==> config.mk <==
export PLATFORM = sky130hd
export DESIGN_NAME = vga_write_arbiter
export DESIGN_NICKNAME = d
export VERILOG_FILES = /design/src/rtl/vga_write_arbiter_pkg.sv /design/src/rtl/vga_write_arbiter_rr_pick.sv /design/src/rtl/vga_write_arbiter.sv
export SDC_FILE = /design/constraint.sdc
export NUM_CORES = 1
export LEC_CHECK = 0
export ABC_AREA = 0
export BUFFER_PORTS_ARGS = -buffer_cell sky130_fd_sc_hd__buf_4
export CORE_MARGIN = 2
export CORE_UTILIZATION = 48
export DETAILED_ROUTE_END_ITERATION = 8
export GPL_TIMING_DRIVEN = 0
export PLACE_DENSITY = 0.81
export SETUP_SLACK_MARGIN = 0.05
export SYNTH_ARGS = -nofsm -noshare
export SYNTH_HDL_FRONTEND = slang
export SYNTH_HIERARCHICAL = 1
export SYNTH_SLANG_ARGS = --single-unit
==> constraint.sdc <==
create_clock -name clk -period 2.5 [get_ports clk]
set_clock_uncertainty 0.15 [all_clocks]
set_input_delay 0 -clock clk [delete_from_list [all_inputs] [get_ports clk]]
set_output_delay 0 -clock clk [all_outputs]
set_load 0.02 [all_outputs]
==> src/rtl/vga_write_arbiter_pkg.sv <==
`default_nettype none
// ============================================================================
//  Module      : vga_write_arbiter_pkg
//  Description : Shared VGA definitions for the pixel write arbiter. Defines
//                the vga_adapter field widths, the screen size, and the
//                arbiter state encodings.
//  Revision    : 1.0 - initial release
// ============================================================================
package vga_write_arbiter_pkg;

    localparam int VGA_X_W      = 9;
    localparam int VGA_Y_W      = 8;
    localparam int VGA_COLOUR_W = 15;
    localparam int SCREEN_W     = 320;
    localparam int SCREEN_H     = 240;

    localparam int ARB_STATE_W = 1;
    localparam logic [ARB_STATE_W-1:0] ARB_IDLE  = 1'b0;
    localparam logic [ARB_STATE_W-1:0] ARB_GRANT = 1'b1;

endpackage
`default_nettype wire

==> src/rtl/vga_write_arbiter_rr_pick.sv <==
`default_nettype none
// ============================================================================
//  Module      : vga_write_arbiter_rr_pick
//  Description : Combinational round-robin picker. Starting one position after
//                ptr and wrapping modulo N, it selects the first requester
//                whose req bit is set.
//  Ports       : req     [N]      request vector
//                ptr     [PTR_W]  index of the previous winner
//                sel     [N]      one-hot winner (zero when nothing requests)
//                sel_idx [PTR_W]  binary index of the winner
//                any              at least one request present
//  Revision    : 1.0 - initial release
// ============================================================================
module vga_write_arbiter_rr_pick #(
    parameter int N     = 3,
    parameter int PTR_W = $clog2(N)
) (
    input  logic [N-1:0]     req,
    input  logic [PTR_W-1:0] ptr,
    output logic [N-1:0]     sel,
    output logic [PTR_W-1:0] sel_idx,
    output logic             any
);

    logic [PTR_W-1:0] w_idx;

    // Offsets 1..N visit ptr+1 first and ptr itself last, so the previous
    // winner has the lowest priority.
    always_comb begin
        sel     = '0;
        sel_idx = '0;
        any     = 1'b0;
        w_idx   = '0;
        for (int k = 1; k <= N; k++) begin
            w_idx = PTR_W'((int'(ptr) + k) % N);
            if (!any && req[w_idx]) begin
                sel[w_idx] = 1'b1;
                sel_idx    = w_idx;
                any        = 1'b1;
            end
        end
    end

endmodule
`default_nettype wire

==> src/rtl/vga_write_arbiter.sv <==
`default_nettype none
// ============================================================================
//  Module      : vga_write_arbiter
//  Description : Shares the vga_adapter pixel write port between N drawing
//                engines. Arbitration is round-robin by bursts, and a burst
//                is capped at MAX_BURST pixels. Each pixel uses a valid/ready
//                handshake. The adapter output is registered with one cycle
//                of latency. Off-screen pixels are accepted but not plotted.
//  Ports       : clk, reset (sync, active-low)
//                req/pix_valid/pix_last [N], pix_x [9N], pix_y [8N],
//                pix_colour [15N]          requester side
//                pix_ready/grant [N], busy  handshake / ownership
//                vga_x, vga_y, vga_colour, vga_plot  adapter side
//  Revision    : 1.0 - initial release
// ============================================================================
module vga_write_arbiter
    import vga_write_arbiter_pkg::*;
#(
    parameter int N         = 3,
    parameter int MAX_BURST = 1024,
    parameter int X_MAX     = SCREEN_W,
    parameter int Y_MAX     = SCREEN_H
) (
    input  logic                      clk,
    input  logic                      reset,
    input  logic [N-1:0]              req,
    input  logic [N-1:0]              pix_valid,
    input  logic [N-1:0]              pix_last,
    input  logic [VGA_X_W*N-1:0]      pix_x,
    input  logic [VGA_Y_W*N-1:0]      pix_y,
    input  logic [VGA_COLOUR_W*N-1:0] pix_colour,
    output logic [N-1:0]              pix_ready,
    output logic [N-1:0]              grant,
    output logic                      busy,
    output logic [VGA_X_W-1:0]        vga_x,
    output logic [VGA_Y_W-1:0]        vga_y,
    output logic [VGA_COLOUR_W-1:0]   vga_colour,
    output logic                      vga_plot
);

    localparam int c_ptr_w = $clog2(N);
    localparam int c_cnt_w = $clog2(MAX_BURST + 1);
    localparam logic [c_cnt_w-1:0] c_max_cnt = c_cnt_w'(MAX_BURST);

    logic [ARB_STATE_W-1:0]  r_state, w_state_nxt;
    logic [N-1:0]            r_grant, w_grant_nxt;
    logic [c_ptr_w-1:0]      r_ptr,   w_ptr_nxt;   // owner while granted, last winner while idle
    logic [c_cnt_w-1:0]      r_count, w_count_nxt, w_count_inc;

    logic [N-1:0]            w_sel;
    logic [c_ptr_w-1:0]      w_sel_idx;
    logic                    w_any;

    logic                    w_own_valid, w_own_last, w_own_req;
    logic [VGA_X_W-1:0]      w_x;
    logic [VGA_Y_W-1:0]      w_y;
    logic [VGA_COLOUR_W-1:0] w_colour;
    logic                    w_xfer, w_exit, w_on_screen;

    logic [VGA_X_W-1:0]      r_vga_x;
    logic [VGA_Y_W-1:0]      r_vga_y;
    logic [VGA_COLOUR_W-1:0] r_vga_colour;
    logic                    r_vga_plot;

    vga_write_arbiter_rr_pick #(
        .N     (N),
        .PTR_W (c_ptr_w)
    ) u_rr_pick (
        .req     (req),
        .ptr     (r_ptr),
        .sel     (w_sel),
        .sel_idx (w_sel_idx),
        .any     (w_any)
    );

    // Select the owner's handshake and pixel fields.
    always_comb begin
        w_own_valid = 1'b0;
        w_own_last  = 1'b0;
        w_own_req   = 1'b0;
        w_x         = '0;
        w_y         = '0;
        w_colour    = '0;
        for (int i = 0; i < N; i++) begin
            if (r_ptr == c_ptr_w'(i)) begin
                w_own_valid = pix_valid[i];
                w_own_last  = pix_last[i];
                w_own_req   = req[i];
                w_x         = pix_x[i*VGA_X_W +: VGA_X_W];
                w_y         = pix_y[i*VGA_Y_W +: VGA_Y_W];
                w_colour    = pix_colour[i*VGA_COLOUR_W +: VGA_COLOUR_W];
            end
        end
    end

    assign w_xfer      = w_own_valid && (r_state == ARB_GRANT);
    assign w_count_inc = r_count + 1'b1;
    // An abort applies only when there is no transfer in the same cycle, so
    // a pixel presented together with a dropped req still completes.
    assign w_exit      = (w_xfer && (w_own_last || (w_count_inc == c_max_cnt)))
                       || (!w_own_req && !w_xfer);
    assign w_on_screen = (32'(w_x) < X_MAX) && (32'(w_y) < Y_MAX);

    always_ff @(posedge clk) begin
        if (!reset) begin
            r_state <= ARB_IDLE;
            r_grant <= '0;
            r_ptr   <= c_ptr_w'(N - 1);
            r_count <= '0;
        end else begin
            r_state <= w_state_nxt;
            r_grant <= w_grant_nxt;
            r_ptr   <= w_ptr_nxt;
            r_count <= w_count_nxt;
        end
    end

    // Every exit passes through IDLE, so there is always at least one idle
    // cycle between grants, including a re-grant to the same requester.
    always_comb begin
        w_state_nxt = r_state;
        w_grant_nxt = r_grant;
        w_ptr_nxt   = r_ptr;
        w_count_nxt = r_count;
        case (r_state)
            ARB_IDLE: begin
                if (w_any) begin
                    w_state_nxt = ARB_GRANT;
                    w_grant_nxt = w_sel;
                    w_ptr_nxt   = w_sel_idx;
                    w_count_nxt = '0;
                end
            end
            ARB_GRANT: begin
                if (w_xfer) begin
                    w_count_nxt = w_count_inc;
                end
                if (w_exit) begin
                    w_state_nxt = ARB_IDLE;
                    w_grant_nxt = '0;
                end
            end
            default: begin
                w_state_nxt = ARB_IDLE;
                w_grant_nxt = '0;
            end
        endcase
    end

    // The adapter register holds x/y/colour between transfers; only plot is
    // cleared.
    always_ff @(posedge clk) begin
        if (!reset) begin
            r_vga_x      <= '0;
            r_vga_y      <= '0;
            r_vga_colour <= '0;
            r_vga_plot   <= 1'b0;
        end else begin
            r_vga_plot <= w_xfer && w_on_screen;
            if (w_xfer) begin
                r_vga_x      <= w_x;
                r_vga_y      <= w_y;
                r_vga_colour <= w_colour;
            end
        end
    end

    assign pix_ready  = r_grant;
    assign grant      = r_grant;
    assign busy       = (r_state == ARB_GRANT);
    assign vga_x      = r_vga_x;
    assign vga_y      = r_vga_y;
    assign vga_colour = r_vga_colour;
    assign vga_plot   = r_vga_plot;

endmodule
`default_nettype wire

# --- Word-level counts from Yosys, hierarchy flattened ---
# Cells that the tools add are included.
totals:
  elab_cells: 100
  out_inout_bits: 40
  ff_bits: 50
  input_bits: 107
classes:
  reduce_logical: 20
  n_eq_ne: 6
  div_mod_pow: 3
  n_addsub: 4
  mux: 48
  magnitude_cmp: 8
  bitwise: 3
ops:
  columns: ["cell", "n"]
  rows:
  - ["remainder unit 32 x 3 -> 32 bit (second input constant)", 3]
  - ["2-to-1 mux 15 bit", 3]
  - ["2-to-1 mux 9 bit", 3]
  - ["2-to-1 mux 8 bit", 3]
  - ["2-to-1 mux 11 bit", 2]
  - ["one-hot mux 11 bit (2 select lines)", 1]
  - ["2-to-1 mux 1 bit", 20]
  - ["2-to-1 mux 3 bit", 5]
  - ["adder 11 x 1 -> 11 bit (second input constant)", 1]
  - ["equality test 11 bit (second input constant)", 1]
  - ["logical AND 1 bit", 10]
  - ["< comparator 2 x 3 -> 1 bit (second input constant)", 3]
  - ["< comparator 9 bit (second input constant)", 1]
  - ["< comparator 8 bit (second input constant)", 1]
  - ["adder 2 x 2 -> 3 bit (second input constant)", 2]
  - ["binary-select mux 1 bit (select 2 bit)", 3]
  - ["demux 1 bit (select 2 bit)", 3]
  - [">= comparator 2 x 1 -> 1 bit (second input constant)", 3]
  - ["2-to-1 mux 2 bit", 3]
  - ["!= test 2 x 1 -> 1 bit (second input constant)", 3]
  - ["OR 3 bit", 2]
  - ["one-hot mux 3 bit (2 select lines)", 1]
  - ["AND reduction 2 bit", 3]
  - ["logical NOT 1 bit", 4]
  - ["other kinds (7)", 8]

# --- Longest topological paths before layout ---
depth:
  depth_word: 13
  depth_mapped: 10
  mapped_depth_nobuf: 10

# --- By module ---
# The synthesis kept the hierarchy.
modules_own_cells:
  columns: ["mod", "seq_area_each_um2", "area_each_um2", "instances", "cells_per_inst"]
  rows:
  - ["vga_write_arbiter", 1001.0, 2970.3, 1, 332]
  - ["vga_write_arbiter_rr_pick", 0.0, 297.8, 1, 41]

# --- Least setup slack after synthesis ---
# No wires, ideal clock.
synth_timing:
  kind: "flip-flop to flip-flop"
  startpoint: "register r_ptr[0]"
  endpoint: "register r_count[9]"
  n_path_buf: 0
  period_less_slack_ns: 2.211
  setup_time_ns: 0.119
  t_required_ns: 2.231
  t_arrival_ns: 1.942
  path_stages_with_launch: 11
  setup_slack_ns: 0.289
  path_cell_list: "dfxtp_1 inv_1 ha_1 mux2i_1 o21ai_2 nor2_1 o21ai_1 nor2_1 a21oi_2 nand2_1 o221a_2"
synth_via:
  elab_chain_len: 13
  elab_cells_between_ends: 29
  classes_between: "add/sub: 3; div: 3; eq/ne: 4; mux: 12; reduce/logical: 7"
synth_rtl:
  columns: ["item", "line_no", "text"]
  rows:
  - ["from (decl)", "vga_write_arbiter.sv:47", "logic [c_ptr_w-1:0] r_ptr, w_ptr_nxt;"]
  - ["from (signal assigned)", "vga_write_arbiter.sv:108", "r_ptr <= c_ptr_w'(N - 1);"]
  - ["from (signal assigned)", "vga_write_arbiter.sv:113", "r_ptr <= w_ptr_nxt;"]
  - ["adder 2 x 1 -> 3 bit", "vga_write_arbiter_rr_pick.sv:35", "w_idx = PTR_W'((int'(ptr) + k) % N);"]
  - ["remainder unit 32 x 3 -> 32 bit", "vga_write_arbiter_rr_pick.sv:35", null]
  - ["binary-select mux 1 bit (select 2 bit)", "vga_write_arbiter_rr_pick.sv:36", "if (!any && req[w_idx]) begin"]
  - ["2-to-1 mux 1 bit (not written as such)", "vga_write_arbiter_rr_pick.sv:36", null]
  - ["2-to-1 mux 1 bit", "vga_write_arbiter_rr_pick.sv:36", null]
  - ["logical NOT 1 bit", "vga_write_arbiter_rr_pick.sv:36", null]
  - ["logical AND 1 bit", "vga_write_arbiter_rr_pick.sv:36", null]
  - ["2-to-1 mux 1 bit", "vga_write_arbiter_rr_pick.sv:36", null]
  - ["logical NOT 1 bit", "vga_write_arbiter_rr_pick.sv:36", null]
  - ["logical AND 1 bit", "vga_write_arbiter_rr_pick.sv:36", null]
  - ["2-to-1 mux 1 bit *", "vga_write_arbiter_rr_pick.sv:36", null]
  - ["net w_any", "vga_write_arbiter.sv:52", "logic w_any;"]
  - ["!= test 2 x 1 -> 1 bit (no line) *", null, null]
  - ["AND reduction 2 bit (no line) *", null, null]
  - ["to (signal assigned)", "vga_write_arbiter.sv:114", "r_count <= w_count_nxt;"]
  - ["to (decl)", "vga_write_arbiter.sv:48", "logic [c_cnt_w-1:0] r_count, w_count_nxt, w_count_inc;"]
# The timed path passes the listed nets; every way through them passes the cells marked *. The select of a mux whose other input is x is not followed.
# A chain may end at the register's enable or synchronous reset.

# --- Final worst setup path ---
# Ends and elaborated chain as after synthesis.

==> qor.yml <==
slowest_stage: "dfxtp_1"
slew_viol_final: 0
syn_area_per_cell_um2: 8.76
synth.net_count: 485
swShare_pct: 45.4
fp.dieH_um: 86.5
ys_ff_latch: 50
setup_viol: 0
wl_per_cell_um: 17.6
routed_wirelength_mm: 11.4
whs_ps: -11.6
ys_seq_area_share_pct: 30.6
cp_num_buf_inv: 2
overflow: 0
drv_cap: 0
combPwrFrac_pct: 63.8
syn_inst: 373
cp.required_ps: 2560
final_area_mm2: 0.00498
layout-drive-gt1-share_pct: 32.9
clk_pin_slew_worst_paths_ps: 100
final_common_cell: "buf_4"
ys_warn_count: 6
critical_path.max_fanout: 10
crit_type: "flop to flop"
crit_chain: "inv_1 -> ha_1 -> buf_6 -> a21boi_2 -> o21ai_2 -> nor2_2 -> a21oi_4 -> nand2_1 -> o221a_2"
p_leak_nw: 2.62
violations: "hold timing"
fp.dieW_um: 86.5
finalNetCount: 679
gp_congestion: 0.888
ys_types: 56
clockBufferDepth: 2
final_core_util_pct: 74.6
arrival_ps: 2370
p_clk_share_pct: 10.7
critPathTopFamily: "compound AO/OA/AOI/OAI gates"
clk_latency_ps: 310
cts_made_buffers: 5
ys.flop_type: "dfxtp_1"
place_area_mm2: 0.00446
internal_power_mw: 2.60
row_count: 30
power_density_mw_per_mm2: 957
max_stage_delay_ps: 420
core-area_mm2: 0.00668
area_delta_synth_final_pct: 52.5
slew-limit-headroom_pct: 43.1
via_count: 3789
endpoint_kind: "flop"
drt_iter0_drc: 272
hold_class: "input pin to flop"
avgViaCountPerCell: 5.85
rsz0062_at_grt: "no"
cts_max_level: 2
postSynth.asyncResetShare_pct: 0
antenna_found_initial: 0
port_buffers: 145
io_pins: 147
synth-edff-count: 0
grt_pass1_wl_mm: 18.0
synth_area_mm2: 0.00327
grt_start_max_net_pins: 15
fillers: 459
multi_input_area_mm2: 0.00204
layout_common_cells: "buf_4 (151), dfxtp_1 (50), nand2_1 (48), mux2i_1 (41), dlygate4sd3_1 (41)"
drt_first_pass_iters: 4
final-hold-violation-count: 3
seq_area_mm2: 0.00100
die-area_mm2: 0.00748
status: "complete, but fails checks"
cts.sinks: 50
worst_slack_ps: 189
pwr-share-seq_pct: 25.5
route.detailed.drc: 0
cts_tree: "built"
drtAntennaViolNets: 0
min_period_ps: 2310
grt_pass1_vias: 3818
switchingPower_mw: 2.16
antenna_cells: 0
fmax_mhz: 433
tightest_slew_ps: 854
dp_slack_ps: -47.0
start_kind: "flop"
clockRootBuffer: "clkbuf_8"
grt_usage_pct: 30.1
dpl.hpwl_mm: 7.89
start_util_pct: 48.9
fin_crit_sh_pct: 92.4
p_total_mw: 4.77
ir_drop_v: 0.000506
-- logic make-up (layout without fill, tap and decap cells) --
group           count (synthesis)  after routing  share of synthesized area, %
simple gates                  116            116                          17.3
fa+ha+maj                       5              5                          1.91
flops                          50             50                          30.6
compound gates                115            115                          29.3
xor+xnor                        1              1                         0.268
buf+inv                        44            239                          7.35
mux                            42             42                          13.2
-- power groups by stage --
stage / clock network (mW) / registers (mW) / logic [mW]
after global routing: 0.547 / 1.25 / 3.24
after global placement: 0 / 1.22 / 2.81
after detailed placement: 0 / 1.23 / 2.87
after CTS: 0.505 / 1.21 / 2.97
final: 0.509 / 1.22 / 3.04
after floorplan: 0 / 1.47 / 1.68
-- flip-flops by register name, indices dropped and copies added (netlist names) --
register	count
vga_x	9
r_count	11
grant	3
vga_y	8
r_ptr	2
vga_colour	15
vga_plot	1
busy	1
-- routing by layer --
metal,up-vias,share of wire (%),global-route usage [%]
met4,0,3.5,11.9
met3,37,6.4,6.48
met1,1793,40,35.3
met5,-,0,0
met2,178,50,53.3
li1,1781,-,-
-- area by class of cell --
type	instances	share of cell area, %
Clock inverter	1	0.100
Clock buffer	7	1.73
Multi-Input combinational cell	279	41.0
Inverter	8	0.603
Sequential cell	50	20.1
Buffer	36	4.24
Timing Repair Buffer	187	30.2
Tap cell	80	2.01
-- Yosys cell counts (2+ instances only) --
master     instances  area share [%]
and3_1             4            0.77
a211o_1            2            0.54
nor3_1             4            0.61
nor2_1            13             1.5
ha_1               5             1.9
buf_6              6             2.1
o21a_1             3            0.69
nor2b_1            6             1.1
o22ai_1            2            0.38
a21boi_0           2            0.46
and4_1             2            0.54
nor4_1             3            0.57
nand4_1           11             2.1
o2111ai_1          2            0.54
o211ai_1          29             6.7
inv_1              8            0.92
o21ai_0            4            0.61
nand2_1           48             5.5
a21boi_1           2            0.46
buf_2              9             1.4
o211a_1           34              10
nand3b_1           4            0.92
o21ai_1            2            0.31
dfxtp_1           50              31
nand3_1           13             2.0
and2_1             2            0.38
mux2i_1           41              13
clkbuf_1          15             1.7
nand2b_1           2            0.38
buf_4              5             1.1
a21oi_1           15             2.3
-- repair_timing --
item | 4_1_cts | 5_1_grt
hold buffers | 41 | 0
hold endpoints to repair | 36 | 0
setup endpoints to repair | 9 | 13
setup buffers | 1 | 0
pin swaps | 1 | 0
gates resized for setup | 2 | 3
-- final timing paths --
check                           startpoint         end  slack [ps]  cells after the start
worst max-delay path              r_ptr[0]  r_count[9]         190                      9
worst min-delay path              pix_x[1]    vga_x[1]         -10                      4
worst max register to register    r_ptr[0]  r_count[9]         190                      9
worst min register to register    vga_y[6]    vga_y[6]         360                      1
-- worst register-to-register path, cell delays in order, from the launching register on --
cell	delay, ps
dfxtp_1	420
inv_1	90
ha_1	350
buf_6	160
a21boi_2	170
o21ai_2	210
nor2_2	80
a21oi_4	250
nand2_1	100
o221a_2	250
-- stage by stage --
| step | cells | TNS (ps) | hold slack [ps] |
|---|---|---|---|
| floorplan | 373 | 0 | 103 |
| global placement | 598 | 0 | 211 |
| detailed placement | 598 | -159 | 216 |
| CTS | 648 | 0 | 0.929 |
| global route | 648 | 0 | 20.1 |
| finish | 648 | 0 | -11.6 |
(Power assumes the default switching activity.)
